### config.mk
export PLATFORM = sky130hd
export DESIGN_NAME = pipe_stage_reg
export DESIGN_NICKNAME = d
export VERILOG_FILES = /design/src/rtl/pipe_stage_reg.sv
export SDC_FILE = /design/constraint.sdc
export NUM_CORES = 1
export LEC_CHECK = 0
export BUFFER_PORTS_ARGS = -buffer_cell sky130_fd_sc_hd__buf_2
export CORE_AREA = 2 2 185 187
export CTS_CLUSTER_DIAMETER = 150
export DETAILED_ROUTE_END_ITERATION = 7
export DIE_AREA = 0 0 187 189
export PLACE_DENSITY = 0.54
export SYNTH_ARGS = -nofsm -noshare
export SYNTH_HDL_FRONTEND = slang
export SYNTH_SLANG_ARGS = --single-unit
### constraint.sdc
create_clock -name clk -period 19.5 [get_ports clk]
set_input_delay 3.9 -clock clk [delete_from_list [all_inputs] [get_ports clk]]
set_output_delay 3.9 -clock clk [all_outputs]
set_load 0.1 [all_outputs]
### src/rtl/pipe_stage_reg.sv
// Inter-stage pipeline register for the five-stage core.
// Carries PC, instruction and NCH 32-bit data channels plus a valid bit.
// Supports stall (hold), flush (bubble insertion), sanitised bubbles on
// invalid loads, and a saturating stall-cycle counter for hazard profiling.
// All outputs are driven straight from flops.
module pipe_stage_reg #(
  parameter int unsigned NCH              = 5,
  parameter logic [31:0] RESET_PC         = 32'h0000_3000,
  parameter bit          KEEP_PC_ON_FLUSH = 1'b1,
  parameter int unsigned CNT_W            = 16
) (
  input  logic               clk,
  input  logic               reset,
  input  logic               stall,
  input  logic               flush,
  input  logic               in_valid,
  input  logic [31:0]        in_pc,
  input  logic [31:0]        in_instr,
  input  logic [NCH*32-1:0]  in_data,
  output logic               out_valid,
  output logic [31:0]        out_pc,
  output logic [31:0]        out_instr,
  output logic [NCH*32-1:0]  out_data,
  output logic [CNT_W-1:0]   stall_count,
  input  logic               clr_count
);

  typedef enum logic [1:0] {
    OP_LOAD  = 2'd0,
    OP_STALL = 2'd1,
    OP_FLUSH = 2'd2
  } op_e;

  op_e               op;
  logic              valid_q, valid_d;
  logic [31:0]       pc_q, pc_d;
  logic [31:0]       instr_q, instr_d;
  logic [NCH*32-1:0] data_q, data_d;
  logic [CNT_W-1:0]  cnt_q, cnt_d;

  // Resolve the per-edge operation: flush beats stall beats load.
  always_comb begin
    op = OP_LOAD;
    if (flush) begin
      op = OP_FLUSH;
    end else if (stall) begin
      op = OP_STALL;
    end
  end

  // Next contents of the slot for the selected operation.
  always_comb begin
    valid_d = valid_q;
    pc_d    = pc_q;
    instr_d = instr_q;
    data_d  = data_q;
    unique case (op)
      OP_FLUSH: begin
        valid_d = 1'b0;
        pc_d    = KEEP_PC_ON_FLUSH ? in_pc : RESET_PC;
        instr_d = '0;
        data_d  = '0;
      end
      OP_STALL: begin
        valid_d = valid_q;
      end
      default: begin
        valid_d = in_valid;
        pc_d    = in_pc;
        instr_d = in_valid ? in_instr : '0;
        data_d  = in_valid ? in_data  : '0;
      end
    endcase
  end

  // Stall counter: clear wins, otherwise count stalled edges up to all-ones.
  always_comb begin
    cnt_d = cnt_q;
    if (clr_count) begin
      cnt_d = '0;
    end else if (op == OP_STALL && cnt_q != '1) begin
      cnt_d = cnt_q + 1'b1;
    end
  end

  // Slot and counter flops with asynchronous reset.
  always_ff @(posedge clk or posedge reset) begin
    if (reset) begin
      valid_q <= 1'b0;
      pc_q    <= RESET_PC;
      instr_q <= '0;
      data_q  <= '0;
      cnt_q   <= '0;
    end else begin
      valid_q <= valid_d;
      pc_q    <= pc_d;
      instr_q <= instr_d;
      data_q  <= data_d;
      cnt_q   <= cnt_d;
    end
  end

  assign out_valid   = valid_q;
  assign out_pc      = pc_q;
  assign out_instr   = instr_q;
  assign out_data    = data_q;
  assign stall_count = cnt_q;

endmodule

Word level (Yosys, flattened, before mapping)
Index checks and enable logic that the tools add are counted.
{"block": "word_totals", "ff_bits": 241, "latchBits": 0, "mem_bits_rw": 0, "mem_bits_ro": 0, "input_bits": 230, "out_inout_bits": 241, "word_cells": 20, "n_memories": 0}
{"block": "classes", "add_sub_neg": 1, "mul": 0, "n_div": 0, "order_cmp": 0, "n_eq_ne": 3, "shifts": 0, "muxes": 9, "bitwise_logic": 0, "n_reduce_logical": 2}
{"cell": "one-hot mux 160 bit (2 select lines)", "n": 1}
{"cell": "2-to-1 mux 160 bit", "n": 1}
{"cell": "one-hot mux 32 bit (2 select lines)", "n": 1}
{"cell": "2-to-1 mux 16 bit", "n": 2}
{"cell": "2-to-1 mux 32 bit", "n": 1}
{"cell": "adder 16 x 1 -> 16 bit (second input constant)", "n": 1}
{"cell": "!= test 16 bit (second input constant)", "n": 1}
{"cell": "equality test 2 x 1 -> 1 bit (second input constant)", "n": 1}
{"cell": "equality test 2 bit (second input constant)", "n": 1}
{"cell": "2-to-1 mux 2 bit", "n": 1}
{"cell": "one-hot mux 1 bit (2 select lines)", "n": 1}
{"cell": "nonzero test 2 bit", "n": 1}
{"cell": "logical AND 1 bit", "n": 1}
{"cell": "2-to-1 mux 1 bit", "n": 1}

Depth between registers and ports, before layout
Gate-level depths: netlist of the first run.
{"block": "logic_depth", "depth_word": 6, "ltp_mapped": 6, "mapped_depth_nobuf": 5}

Worst setup path after synthesis of the first run
Ideal clock, no wire load.
{"block": "synth_timing", "path_kind": "input to register", "startpoint": "in flush", "endpoint": "reg cnt_q[15] (netlist: stall_count[15])", "setup_time_ns": 0.128, "arrival_time_ns": 5.325, "required_time_ns": 19.372, "path_slack_ns": 14.048, "stages": 5, "n_path_buf": 1, "path_cell_list": "nand2b_4 or4_1 buf_2 nor4b_1 mux2_1"}
{"block": "synth_between", "elab_chain_len": 4}
{"element": "from (decl)", "line_no": "15", "rtl": "input logic flush,"}
{"element": "2-to-1 mux 2 bit", "line_no": "44", "rtl": "if (flush) begin"}
{"element": "equality test 2 x 1 -> 1 bit", "line_no": "81", "rtl": "end else if (op == OP_STALL && cnt_q != '1) begin"}
{"element": "logical AND 1 bit", "line_no": "81"}
{"element": "nonzero test 2 bit (no line)"}
{"element": "to (signal assigned)", "line_no": "99", "rtl": "cnt_q <= cnt_d;"}
{"element": "to (decl)", "line_no": "39", "rtl": "logic [CNT_W-1:0] cnt_q, cnt_d;"}
Every way passes these cells.
A chain may end at the register's enable or synchronous reset.

Worst setup path in the final report of the first run
{"block": "layout_timing", "startpoint": "in stall", "endpoint": "reg data_q[2] (netlist: out_data[2])"}
{"block": "layout_between", "elab_chain_len": 4, "elab_cells_between_ends": 5, "cone_classes": "2 x eq/ne; 3 x mux"}
{"element": "from (decl)", "line_no": "14", "rtl": "input logic stall,"}
{"element": "2-to-1 mux 1 bit (*)", "line_no": "46", "rtl": "end else if (stall) begin"}
{"element": "2-to-1 mux 2 bit (*)", "line_no": "44"}
{"element": "equality test 2 x 1 -> 1 bit or equality test 2 bit (tied branches)", "line_no": "57", "rtl": "unique case (op)"}
{"element": "one-hot mux 160 bit (2 select lines)", "line_no": "57"}
{"element": "to (signal assigned)", "line_no": "98", "rtl": "data_q <= data_d;"}
{"element": "to (decl)", "line_no": "38", "rtl": "logic [NCH*32-1:0] data_q, data_d;"}
Mark *: on every way between the ends. The rest lies on a longest branch, timed or not.

==> summary.log, run 1 <==
[run_status] outcome complete, no violations
[cts] post-CTS setup-driven buffer insertion count 0
[cts] hold bufs inserted after CTS 0
[logic_synthesis] dominant combinational cell family by area after synthesis compound AO/OA/AOI/OAI gates
[power_and_ir_drop] maximum vdd ir drop 0.0000549 V
[die] height of the die 189 um
[cts] number of clock sinks 241
[sta] number of hold violations in the final report 0
[power_and_ir_drop] sw frac 0.329
[sta] Fin Clk Skew 0.00467 ns
[hold_path] worst min-delay path category reg2reg
[global_route] number of global-route vias before repair 7,347
[sta] Worst slew margin 0.120
[sta] transition time of the tightest slew-check pin 1.32 ns
[critical_path] classification of the worst setup path in2reg
[sta] setup_tns 0 ns
[routing] drt first pass iters 4
[sta] Worst Hold Margin 0.451 ns
[cts] number of buffers on the longest clock path 3
[logic_synthesis] mux share of post-synthesis cell area 0.00626
[die] floorplan core area 33,300 sq um
[place] number of I/O port buffers 470
[global_route] antenna violations before repair 0
[die] die width 187 um
[sta] Period Utilization, post-route 0.282
[die] ports placed on the boundary 471
[sta] highest attainable clock frequency 182 MHz
[critical_path] terminus of the critical flop-to-flop path stall_count[15]$_DFFE_PP0P_
[critical_path] depth of the worst register-to-register path 5
[logic_synthesis] post-synthesis area per instance 13.2 sq um
[sta] fin worst setup slack 14.00 ns
[place] Detail Placement HPWL 17,900 um
[power_and_ir_drop] part of the total power dissipated in the clock network 0.375
[sta] RSZ-0062 raised after global routing no
[layout] fin cells 1,578
[critical_path] CP Capture Type register
[hold_path] worst hold path stage count 2
[logic_synthesis] parity-gate share of the synthesized area counting xor and xnor cells 0
[logic_synthesis] number of enable flip-flop cells after synthesis 0
[layout] fraction of final layout cells with drive strength greater than 1 0.464
[hold_path] Worst Hold Path EP out_pc[12]$_DFFE_PP1N_
[sta] number of endpoints failing setup at the final stage 0
[power_and_ir_drop] power share of the combinational group 0.201
[hold_path] Hold Crit Start out_pc[12]$_DFFE_PP1N_
[power_and_ir_drop] portion of total power attributed to sequential cells 0.424
[die] overall die area 35,300 sq um
[place] placed cells 1,535
[cts] Clock Root Buffer sky130_fd_sc_hd__clkbuf_16
[flow_run] max_cap viols 0
[cts] CTS buffer count 26
[critical_path] critical path required time 19.95 ns
[routing] Avg WL per Cell 16.9 um
[routing] Iteration-0 DRC Markers 302
[routing] average vias per placed instance 4.61
[logic_synthesis] Post-Syn Nets 896
[routing] routed via count 7,277
[global_route] global-route wire length before repair 41,600 um
[layout] Antenna Diode Count 0
[power_and_ir_drop] total power density per cell area 101 nW/um^2
[power_and_ir_drop] cell-internal power 0.000843 W
[cts] CTS tree built
[routing] sum of routed wire length over all layers 26,700 um
[sta] max-slew violation count 0
[logic_synthesis] fraction of the yosys area taken by sequential cells 0.686
[place] Placement Setup Slack 13.45 ns
[layout] Core Util, Final 0.372
[cts] clk_lat worst skew 0.53 ns
[die] effective utilization at floorplan 0.264
[logic_synthesis] area fraction in and, or, nand and nor cells after synthesis 0.0737
[power_and_ir_drop] net switching power figure 0.000413 W
[critical_path] maximum fanout along the worst path 82
[logic_synthesis] Unique masters post-synth 31
[logic_synthesis] dominant register cell in the synthesized netlist sky130_fd_sc_hd__dfrtp_1
[logic_synthesis] Adder-Cell Fraction of Synth Area 0.00142
[layout] synth-to-layout area growth 40.8%
[layout] net total in the final layout 1,346
[routing] post-route antenna net violation count 0
[critical_path] startpoint types primary input
[critical_path] origin of the critical flop-to-flop path stall_count[0]$_DFFE_PP0P_
[logic_synthesis] compound-cell area share of the yosys netlist 0.207
[cts] register clock-pin slew on the reported worst setup and hold paths 0.06 ns
[routing] DRC errors left 0
[cts] Post-CTS Resized 0
[logic_synthesis] FF+latch count, synth 241
[sta] time the worst path needs with I/O delays and setup 5.50 ns
[logic_synthesis] number of cells produced by synthesis 665
[cts] H-tree levels 1
[die] number of placement rows 67
[logic_synthesis] Ys Warns 0
[place] Final GP Congestion 0.779
[logic_synthesis] share of synthesized flip-flops with an asynchronous set or reset 1.00
[critical_path] worst reg-to-reg setup slack 17.44 ns
[logic_synthesis] post-synthesis instance area 8790 sq um
[global_route] all-layer global routing usage 0.144
[critical_path] critical path data arrival time 5.95 ns
[global_route] total global routing overflow 0
[global_route] largest net degree at the start of global routing 194
[power_and_ir_drop] leakage power 6.86 nW
-- registers in the layout, indices dropped and copies added, names as in the netlist --
name	flops
out_data	160
out_pc	32
out_valid	1
stall_count	16
out_instr	32
-- layout make-up --
| type | instances | area [sq um] |
|---|---|---|
| Clock buffer | 36 | 739 |
| Multi-Input combinational cell | 366 | 2550 |
| Inverter | 3 | 18.8 |
| Sequential cell | 241 | 6030 |
| Tap cell | 448 | 561 |
| Clock inverter | 7 | 60.1 |
| Fill cell | 3317 | 20900 |
| Timing Repair Buffer | 477 | 2420 |
-- worst max-delay path by stage --
| stage | endpoint | startpoint | cells after the start |
|---|---|---|---|
| after global routing | out_data[7]$_DFFE_PP0N_ | stall | 5 |
| after CTS | out_data[7]$_DFFE_PP0N_ | stall | 5 |
| final | out_data[2]$_DFFE_PP0N_ | stall | 5 |
| after detailed placement | out_data[7]$_DFFE_PP0N_ | stall | 5 |
| after floorplan | out_data[0]$_DFFE_PP0N_ | reset | 1 |
| after global placement | out_data[8]$_DFFE_PP0N_ | stall | 5 |
-- metal layers --
| layer | part of all wire | vias to the layer above | global-route usage |
|---|---|---|---|
| li1 | - | 3338 | - |
| met1 | 0.42 | 3566 | 0.187 |
| met2 | 0.48 | 325 | 0.236 |
| met3 | 0.081 | 48 | 0.0369 |
| met4 | 0.026 | 0 | 0.0452 |
| met5 | 0 | - | 0 |
-- synthesized netlist by cell type (3+ instances only) --
| cell type | count | share of area |
|---|---|---|
| sky130_fd_sc_hd__buf_1 | 7 | 0.0030 |
| sky130_fd_sc_hd__mux2_2 | 3 | 0.0038 |
| sky130_fd_sc_hd__nor2b_1 | 5 | 0.0036 |
| sky130_fd_sc_hd__clkbuf_1 | 47 | 0.020 |
| sky130_fd_sc_hd__or3_1 | 4 | 0.0028 |
| sky130_fd_sc_hd__o31ai_1 | 7 | 0.0060 |
| sky130_fd_sc_hd__o21ai_0 | 3 | 0.0017 |
| sky130_fd_sc_hd__dfrtp_1 | 239 | 0.68 |
| sky130_fd_sc_hd__or4_1 | 8 | 0.0068 |
| sky130_fd_sc_hd__a22o_1 | 192 | 0.19 |
| sky130_fd_sc_hd__nor2_1 | 6 | 0.0026 |
| sky130_fd_sc_hd__nand3_1 | 4 | 0.0023 |
| sky130_fd_sc_hd__nand4_1 | 3 | 0.0021 |
| sky130_fd_sc_hd__a21oi_1 | 10 | 0.0057 |
| sky130_fd_sc_hd__nand2_1 | 105 | 0.045 |
| sky130_fd_sc_hd__inv_1 | 3 | 0.0013 |
-- worst max-delay path, stage by stage --
cell and delay [ns]:
sky130_fd_sc_hd__buf_2 0.13, sky130_fd_sc_hd__nor2b_4 0.14, sky130_fd_sc_hd__buf_4 0.65, sky130_fd_sc_hd__buf_4 0.80, sky130_fd_sc_hd__a22o_1 0.24
-- metrics by stage --
step	power, W	cell area [sq um]
after floorplan	0.000734	8790
after global placement	0.000795	11600
after detailed placement	0.000795	11600
after CTS	0.00127	12400
after global routing	0.00131	12400
final	0.00126	12400
-- power groups by stage --
stage	Combinational (W)	Clock, W	Sequential, W
global route	0.000263	0.000507	0.000535
global placement	0.000253	0	0.000541
detailed placement	0.000255	0	0.000541
finish	0.000252	0.000471	0.000533
floorplan	0.0000392	0	0.000694
CTS	0.000255	0.000488	0.000532
-- cells by family (layout without fill, tap and decap cells) --
kind of cell	count (synthesis)	in the layout
AOI/OAI and AO/OA	215	215
adders and majority gates	1	1
buffers and inverters	58	523
DFF	241	241
muxes	5	5
and+or+nand+nor	145	145
-- cell usage in the layout, fill, tap and decap left out --
cell / Yosys / layout
sky130_fd_sc_hd__a21o_1: 1 / 1
sky130_fd_sc_hd__a21oi_1: 10 / 10
sky130_fd_sc_hd__a22o_1: 192 / 192
sky130_fd_sc_hd__and4_1: 1 / 1
sky130_fd_sc_hd__buf_12: 0 / 1
sky130_fd_sc_hd__buf_2: 1 / 470
sky130_fd_sc_hd__buf_4: 0 / 6
sky130_fd_sc_hd__bufinv_16: 0 / 1
sky130_fd_sc_hd__clkbuf_1: 47 / 6
sky130_fd_sc_hd__clkbuf_16: 0 / 27
sky130_fd_sc_hd__clkbuf_8: 0 / 3
sky130_fd_sc_hd__clkinv_2: 0 / 6
sky130_fd_sc_hd__dfrtp_1: 239 / 239
sky130_fd_sc_hd__dfstp_2: 2 / 2
sky130_fd_sc_hd__ha_1: 1 / 1
sky130_fd_sc_hd__inv_1: 3 / 2
sky130_fd_sc_hd__inv_8: 0 / 1
sky130_fd_sc_hd__mux2_1: 1 / 1
sky130_fd_sc_hd__mux2_2: 3 / 3
sky130_fd_sc_hd__mux2i_1: 1 / 1
sky130_fd_sc_hd__nand2_1: 105 / 105
sky130_fd_sc_hd__nand2b_4: 1 / 1
sky130_fd_sc_hd__nand3_1: 4 / 4
sky130_fd_sc_hd__nand4_1: 3 / 3
sky130_fd_sc_hd__nor2_1: 6 / 6
sky130_fd_sc_hd__nor2b_1: 5 / 4
sky130_fd_sc_hd__nor2b_4: 0 / 1
sky130_fd_sc_hd__nor3_1: 2 / 2
sky130_fd_sc_hd__nor3b_2: 0 / 1
sky130_fd_sc_hd__nor4_1: 2 / 2
sky130_fd_sc_hd__nor4b_1: 2 / 2
sky130_fd_sc_hd__o21ai_0: 3 / 3
sky130_fd_sc_hd__o311ai_0: 1 / 1
sky130_fd_sc_hd__o31ai_1: 7 / 7
sky130_fd_sc_hd__o41ai_1: 1 / 1
sky130_fd_sc_hd__or2_2: 1 / 1
sky130_fd_sc_hd__or3_1: 4 / 4
sky130_fd_sc_hd__or4_1: 8 / 8
No activity file was read; power rests on OpenSTA's default activity.
==> inputs of run 2 (changes only) <==
CORE_AREA = 2 2 181 183   (was 2 2 185 187)
DIE_AREA = 0 0 183 185   (was 0 0 187 189)
PLACE_DENSITY = 0.58   (was 0.54)
clock period = 4.7 ns   (was 19.5 ns; I/O delays follow)
==> summary.log, run 2 (same netlist as run 1, synthesis figures left out) <==
[run_status] outcome complete, no violations
[sta] Fin Clk Skew 0.00265 ns [-0.00202 ns]
[routing] Iteration-0 DRC Markers 347 [+15%]
[cts] clk_lat worst skew 0.53 ns [about the same]
[critical_path] depth of the worst register-to-register path 4 [-1]
[global_route] all-layer global routing usage 0.146 [+0.00161]
[cts] Clock Root Buffer sky130_fd_sc_hd__clkbuf_16
[global_route] total global routing overflow 0 [unchanged]
[sta] setup_tns 0 ns [unchanged]
[place] Detail Placement HPWL 18,100 um [+1.3%]
[power_and_ir_drop] leakage power 6.93 nW [+1.1%]
[sta] Period Utilization, post-route 0.523
[sta] transition time of the tightest slew-check pin 0.920 ns [-0.399 ns]
[routing] average vias per placed instance 4.66 [+0.97%]
[critical_path] startpoint types primary input
[place] Final GP Congestion 0.764 [-2.0%]
[global_route] met1 routing resource usage after global routing 0.179 [-0.00770]
[critical_path] origin of the critical flop-to-flop path stall_count[2]$_DFFE_PP0P_
[die] number of placement rows 66 [-1.5%]
[place] number of I/O port buffers 470 [unchanged]
[cts] number of buffers on the longest clock path 3 [unchanged]
[global_route] antenna violations before repair 1 [+1]
[routing] DRC errors left 0 [unchanged]
[layout] number of flip-flops under the largest register name 160 [unchanged]
[die] ports placed on the boundary 471 [unchanged]
[cts] post-CTS setup-driven buffer insertion count 0 [unchanged]
[die] die width 183 um [-2.1%]
[global_route] met2 capacity usage during global routing 0.248 [+0.0114]
[sta] time the worst path needs with I/O delays and setup 2.46 ns
[routing] sum of routed wire length over all layers 26,400 um [-1.1%]
[cts] register clock-pin slew on the reported worst setup and hold paths 0.06 ns [about the same]
[cts] hold bufs inserted after CTS 0 [unchanged]
[global_route] global-route wire length before repair 39,700 um [-4.6%]
[sta] highest attainable clock frequency 407 MHz
[die] height of the die 185 um [-2.1%]
[sta] max-slew violation count 0 [unchanged]
[sta] number of hold violations in the final report 0 [unchanged]
[cts] CTS buffer count 27 [+3.8%]
[layout] fraction of final layout cells with drive strength greater than 1 0.471 [+0.00728]
[routing] post-route antenna net violation count 0 [unchanged]
[critical_path] critical path endpoint stall_count[15]$_DFFE_PP0P_
[layout] most common cell after layout, fill and taps aside sky130_fd_sc_hd__buf_2
[layout] Core Util, Final 0.390 [+0.0183]
[die] effective utilization at floorplan 0.274 [+0.0102]
[sta] Worst slew margin 0.386 [+0.266]
[hold_path] worst hold path stage count 2 [unchanged]
[critical_path] CP Capture Type register
[sta] RSZ-0062 raised after global routing no
[global_route] number of global-route vias before repair 7,101 [-3.3%]
[layout] synth-to-layout area growth 42.2%
[critical_path] maximum fanout along the worst path 41 [-50%]
[die] overall die area 33,900 sq um [-4.2%]
[cts] H-tree levels 1 [unchanged]
[die] floorplan core area 32,000 sq um [-3.7%]
[routing] routed via count 7,203 [-1.0%]
[critical_path] critical path data arrival time 2.87 ns [-3.08 ns]
[power_and_ir_drop] maximum vdd ir drop 0.000232 V [+320%]
[critical_path] worst reg-to-reg setup slack 2.64 ns [-14.80 ns]
[power_and_ir_drop] total power density per cell area 429 nW/um^2 [+320%]
[layout] net total in the final layout 1,349 [+0.22%]
[global_route] global routing met3 resource utilization 0.0403 [+0.00342]
[routing] Avg WL per Cell 17.1 um [+0.90%]
[critical_path] Critical Path Source flush
[global_route] largest net degree at the start of global routing 116 [-40%]
[layout] most frequent cells in the layout 470 x sky130_fd_sc_hd__buf_2, 239 x sky130_fd_sc_hd__dfrtp_1, 192 x sky130_fd_sc_hd__a22o_1
[layout] layout filler cell count 3,133 [-5.5%]
[critical_path] critical path required time 5.12 ns [-14.83 ns]
[cts] CTS tree built
[sta] number of endpoints failing setup at the final stage 0 [unchanged]
[cts] Post-CTS Resized 0 [unchanged]
[routing] drt first pass iters 4 [unchanged]
[hold_path] worst min-delay path category reg2reg
[cts] number of clock sinks 241 [unchanged]
[flow_run] max_cap viols 0 [unchanged]
[critical_path] terminus of the critical flop-to-flop path stall_count[15]$_DFFE_PP0P_
[global_route] routing layer with the top usage in global route met2
[critical_path] classification of the worst setup path in2reg
run 2: changes by cell type in the layout (fill, tap and decap cells not counted), sizes merged:
cell      delta
buf          +2
diode        +1
clkinvlp     +2
inv          +2
clkbuf       +3
clkinv       -1
run 2: how the worst min path moves through the flow:
| stage | to | slack (ns) | startpoint |
|---|---|---|---|
| 3_3_place_gp | out_pc[12]$_DFFE_PP1N_ | 0.44 | out_pc[12]$_DFFE_PP1N_ |
| 2_1_floorplan | out_pc[12]$_DFFE_PP1N_ | 0.68 | out_pc[12]$_DFFE_PP1N_ |
| 4_1_cts | out_pc[12]$_DFFE_PP1N_ | 0.46 | out_pc[12]$_DFFE_PP1N_ |
| 5_1_grt | out_pc[29]$_DFFE_PP0N_ | 0.48 | out_pc[29]$_DFFE_PP0N_ |
| 6_report | out_pc[12]$_DFFE_PP1N_ | 0.45 | out_pc[12]$_DFFE_PP1N_ |
| 3_5_place_dp | out_pc[12]$_DFFE_PP1N_ | 0.45 | out_pc[12]$_DFFE_PP1N_ |
run 2: through the flow:
step	total power, W	hold slack, ns	cell area [sq um]	setup WS (ns)	std cells
CTS	0.00545	0.457	12500	2.22	1546
global placement	0.00330	0.442	11600	1.72	1497
finish	0.00537	0.451	12500	2.24	1547
detailed placement	0.00331	0.447	11600	1.66	1497
floorplan	0.00304	0.677	8800	0.600	665
global route	0.00559	0.479	12500	2.11	1547
run 2: worst max-delay path: stages:
cell,delay [ns]
sky130_fd_sc_hd__buf_2,0.13
sky130_fd_sc_hd__nand2b_4,0.34
sky130_fd_sc_hd__or4_1,0.73
sky130_fd_sc_hd__nor4b_1,0.38
sky130_fd_sc_hd__mux2_1,0.35
run 2: area by class of cell:
| type | instances | area, sq um | share of cell area |
|---|---|---|---|
| Sequential cell | 241 | 6030 | 0.482 |
| Multi-Input combinational cell | 366 | 2550 | 0.204 |
| Timing Repair Buffer | 479 | 2480 | 0.198 |
| Clock buffer | 39 | 821 | 0.0656 |
| Tap cell | 408 | 510 | 0.0408 |
| Clock inverter | 10 | 88.8 | 0.00710 |
| Inverter | 3 | 15.0 | 0.00120 |
| Antenna cell | 1 | 2.50 | 0.000200 |
run 2: power breakdown:
group          internal [W]  total (W)  switching (W)
clock network       0.00127    0.00210       0.000838
registers           0.00216    0.00221      0.0000473
logic              0.000197    0.00105       0.000856
run 2: metal layers:
metal	share of wire	routed length, um
met5	0	0
met4	0.024	625
met3	0.082	2170
met2	0.49	13000
met1	0.40	10600
==> inputs of run 3 (changes only) <==
ABC_AREA = 1   (was default)
CORE_AREA = 2 2 182 184   (was 2 2 181 183)
DIE_AREA = 0 0 184 186   (was 0 0 183 185)
clock period = 2.6 ns   (was 4.7 ns; I/O delays follow)
==> summary.log, run 3 <==
[run_status] outcome complete, no violations
[critical_path] critical path required time 2.08 ns [-3.04 ns]
[logic_synthesis] share of synthesized flip-flops with an asynchronous set or reset 1.00 [unchanged]
[critical_path] delay-heaviest family, CP flip-flops
[layout] fraction of final layout cells with drive strength greater than 1 0.345 [-0.126]
[critical_path] count of buffering cells on the critical path with inverters included 1 [unchanged]
[sta] number of endpoints failing setup at the final stage 0 [unchanged]
[logic_synthesis] Commonest cells post-synth 347 x sky130_fd_sc_hd__nand2_1, 239 x sky130_fd_sc_hd__dfrtp_1, 206 x sky130_fd_sc_hd__inv_1
[hold_path] worst min-delay path category in2reg
[logic_synthesis] cell taking the most area after synthesis sky130_fd_sc_hd__dfrtp_1
[critical_path] Slowest-stage cell, CP sky130_fd_sc_hd__dfrtp_1
[place] number of I/O port buffers 470 [unchanged]
[logic_synthesis] post-synthesis area per instance 8.77 sq um [-34%]
[sta] time the worst path needs with I/O delays and setup 2.03 ns
[sta] Fin Clk Skew 0.00767 ns [+0.00502 ns]
[critical_path] startpoint types register
[critical_path] maximum fanout along the worst path 7 [-83%]
[logic_synthesis] Ys Warns 0 [unchanged]
[sta] highest attainable clock frequency 493 MHz
[layout] net total in the final layout 1,801 [+34%]
[routing] DRC errors left 0 [unchanged]
[global_route] number of global-route vias before repair 8,316 [+17%]
[sta] RSZ-0062 raised after global routing no
[logic_synthesis] largest cells by area after synthesis sky130_fd_sc_hd__dfrtp_1 62%, sky130_fd_sc_hd__nand2_1 13%, sky130_fd_sc_hd__o21ai_0 10%, sky130_fd_sc_hd__inv_1 8.0%, sky130_fd_sc_hd__clkbuf_1 1.5%
[logic_synthesis] FF+latch count, synth 241 [unchanged]
[logic_synthesis] number of enable flip-flop cells after synthesis 0 [unchanged]
[global_route] antenna violations before repair 2 [+1]
[routing] drt first pass iters 5 [+1]
[layout] synth-to-layout area growth 40.0%
[critical_path] critical path data arrival time 1.51 ns [-1.36 ns]
[layout] layout filler cell count 3,260 [+4.1%]
[logic_synthesis] cell with the most instances after synthesis sky130_fd_sc_hd__nand2_1
[cts] number of clock sinks 241 [unchanged]
[cts] number of buffers on the longest clock path 3 [unchanged]
[logic_synthesis] dominant register cell in the synthesized netlist sky130_fd_sc_hd__dfrtp_1
[layout] most common cell after layout, fill and taps aside sky130_fd_sc_hd__buf_2
[cts] register clock-pin slew on the reported worst setup and hold paths 0.06 ns [about the same]
[routing] post-route antenna net violation count 0 [unchanged]
[power_and_ir_drop] total power density per cell area 734 nW/um^2 [+71%]
[flow_run] max_cap viols 0 [unchanged]
[logic_synthesis] fraction of the yosys area taken by sequential cells 0.625 [-0.0611]
[global_route] largest net degree at the start of global routing 112 [-3.4%]
[die] die width 184 um [+0.55%]
[sta] transition time of the tightest slew-check pin 0.542 ns [-0.378 ns]
[routing] sum of routed wire length over all layers 29,400 um [+11%]
[critical_path] CP Capture Type output pin
[logic_synthesis] area share of the leading cell type in the synthesized netlist 0.620 [-0.0606]
[logic_synthesis] Unique masters post-synth 23 [-26%]
[place] Placement Setup Slack 0.682 ns [-0.977 ns]
[cts] CTS tree built
[logic_synthesis] post-synthesis instance area 9650 sq um [+9.8%]
[layout] number of flip-flops under the largest register name 160 [unchanged]
[die] height of the die 186 um [+0.54%]
[cts] Post-CTS Resized 0 [unchanged]
[die] overall die area 34,200 sq um [+1.1%]
[die] effective utilization at floorplan 0.300 [+0.0253]
[critical_path] cell-by-cell listing of the critical path buf_2
[cts] CTS buffer count 28 [+3.7%]
[routing] Iteration-0 DRC Markers 340 [-2.0%]
[critical_path] classification of the worst setup path reg2out
[routing] Avg WL per Cell 14.7 um [-14%]
[global_route] all-layer global routing usage 0.163 [+0.0175]
[power_and_ir_drop] maximum vdd ir drop 0.000568 V [+150%]
[routing] routed via count 8,535 [+18%]
[global_route] total global routing overflow 0 [unchanged]
[cts] H-tree levels 1 [unchanged]
[cts] Clock Root Buffer sky130_fd_sc_hd__clkbuf_16
[layout] Core Util, Final 0.419 [+0.0292]
[layout] most frequent cells in the layout 470 x sky130_fd_sc_hd__buf_2, 347 x sky130_fd_sc_hd__nand2_1, 239 x sky130_fd_sc_hd__dfrtp_1
[routing] average vias per placed instance 4.27 [-8.3%]
[layout] Antenna Diode Count 0 [-1]
[die] number of placement rows 66 [unchanged]
[die] floorplan core area 32,200 sq um [+0.52%]
[place] Final GP Congestion 0.781 [+2.2%]
[sta] Period Utilization, post-route 0.780
[cts] clk_lat worst skew 0.54 ns [about the same]
[die] ports placed on the boundary 471 [unchanged]
[place] Detail Placement HPWL 21,000 um [+16%]
[sta] number of hold violations in the final report 0 [unchanged]
[sta] Worst slew margin 0.641 [+0.255]
[global_route] global-route wire length before repair 44,700 um [+13%]
[critical_path] peak per-stage delay on the critical path 0.48 ns [-0.25 ns]
[sta] max-slew violation count 0 [unchanged]
[logic_synthesis] number of cells produced by synthesis 1,101 [+66%]
[sta] fin worst setup slack 0.571 ns [-1.67 ns]
[logic_synthesis] Post-Syn Nets 1,332 [+49%]
[power_and_ir_drop] leakage power 7.98 nW [+15%]
## run 3: cell types whose count changed after synthesis, moves of 5 or more
| cell | previous run | this run |
|---|---|---|
| sky130_fd_sc_hd__inv_1 | 3 | 206 |
| sky130_fd_sc_hd__o21ai_0 | 3 | 195 |
| sky130_fd_sc_hd__clkbuf_1 | 47 | 39 |
| sky130_fd_sc_hd__a21oi_1 | 10 | 3 |
| sky130_fd_sc_hd__nor2_1 | 6 | 13 |
| sky130_fd_sc_hd__or4_1 | 8 | 0 |
| sky130_fd_sc_hd__nor2b_1 | 5 | 0 |
| sky130_fd_sc_hd__nand3_1 | 4 | 16 |
| sky130_fd_sc_hd__a22o_1 | 192 | 0 |
| sky130_fd_sc_hd__nand4_1 | 3 | 12 |
| sky130_fd_sc_hd__o31ai_1 | 7 | 0 |
| sky130_fd_sc_hd__nand2_1 | 105 | 347 |
## run 3: cell type report
| type | count | area [sq um] | area share |
|---|---|---|---|
| Clock buffer | 42 | 845 | 0.0625 |
| Timing Repair Buffer | 490 | 2590 | 0.192 |
| Clock inverter | 10 | 109 | 0.00806 |
| Sequential cell | 241 | 6030 | 0.447 |
| Multi-Input combinational cell | 600 | 2630 | 0.195 |
| Inverter | 209 | 790 | 0.0584 |
| Tap cell | 408 | 510 | 0.0378 |
## run 3: final timing paths
check | slack, ns | start | cells past startpoint | to
setup / recovery | 0.57 | stall_count[12]$_DFFE_PP0P_ | 1 | stall_count[12]
hold / removal | 0.17 | in_pc[9] | 3 | out_pc[9]$_DFFE_PP0N_
setup reg to reg | 0.85 | stall_count[0]$_DFFE_PP0P_ | 9 | stall_count[11]$_DFFE_PP0P_
hold reg to reg | 0.47 | out_pc[13]$_DFFE_PP1N_ | 2 | out_pc[13]$_DFFE_PP1N_
max in group asynchronous | 1.23 | reset | 5 | out_data[122]$_DFFE_PP0N_
min in group asynchronous | 0.54 | reset | 3 | out_data[14]$_DFFE_PP0N_
## run 3: where the power goes
group	total (W)	switching [W]	internal, W
clock	0.00400	0.00157	0.00243
combinational	0.00193	0.00159	0.000332
sequential	0.00399	0.0000795	0.00391
## run 3: worst register-to-register path: cells and delay by family (launching register included)
family                   cells  cell delay, ns
flip-flops                   1            0.41
buffers and inverters        1            0.27
adder cells (fa/ha/maj)      1            0.23
AND/OR/NAND/NOR              6            0.51
AO/OA/AOI/OAI                1            0.21
## run 3: cell families after synthesis
| kind of cell | after synthesis | synth area share |
|---|---|---|
| adder cells (fa/ha/maj) | 1 | 0.00130 |
| AO/OA/AOI/OAI | 199 | 0.104 |
| buffers and inverters | 260 | 0.102 |
| flip-flops | 241 | 0.625 |
| XOR/XNOR | 3 | 0.00272 |
| AND/OR/NAND/NOR | 397 | 0.164 |
## run 3: routing by layer
metal | part of all wire | global-route usage
met1 | 0.41 | 0.201
met2 | 0.48 | 0.276
met3 | 0.084 | 0.0477
met4 | 0.027 | 0.0518
met5 | 0.0010 | 0
## run 3: what timing repair did
action | 4_1_cts | 5_1_grt
hold endpoints to repair | 12 | 0
hold buffers | 1 | 0
buffers inserted | 0 | 0
## run 3: stage by stage
stage | total power, W | cell area [sq um] | hold WS [ns] | setup TNS, ns | std cells
finish | 0.00992 | 13500 | 0.173 | 0 | 2000
global route | 0.0104 | 13500 | 0.158 | 0 | 2000
detailed placement | 0.00600 | 12500 | 0.460 | 0 | 1947
CTS | 0.0101 | 13500 | 0.140 | 0 | 2000
global placement | 0.00599 | 12500 | 0.450 | 0 | 1947
floorplan | 0.00550 | 9660 | 0.612 | -258.67 | 1101
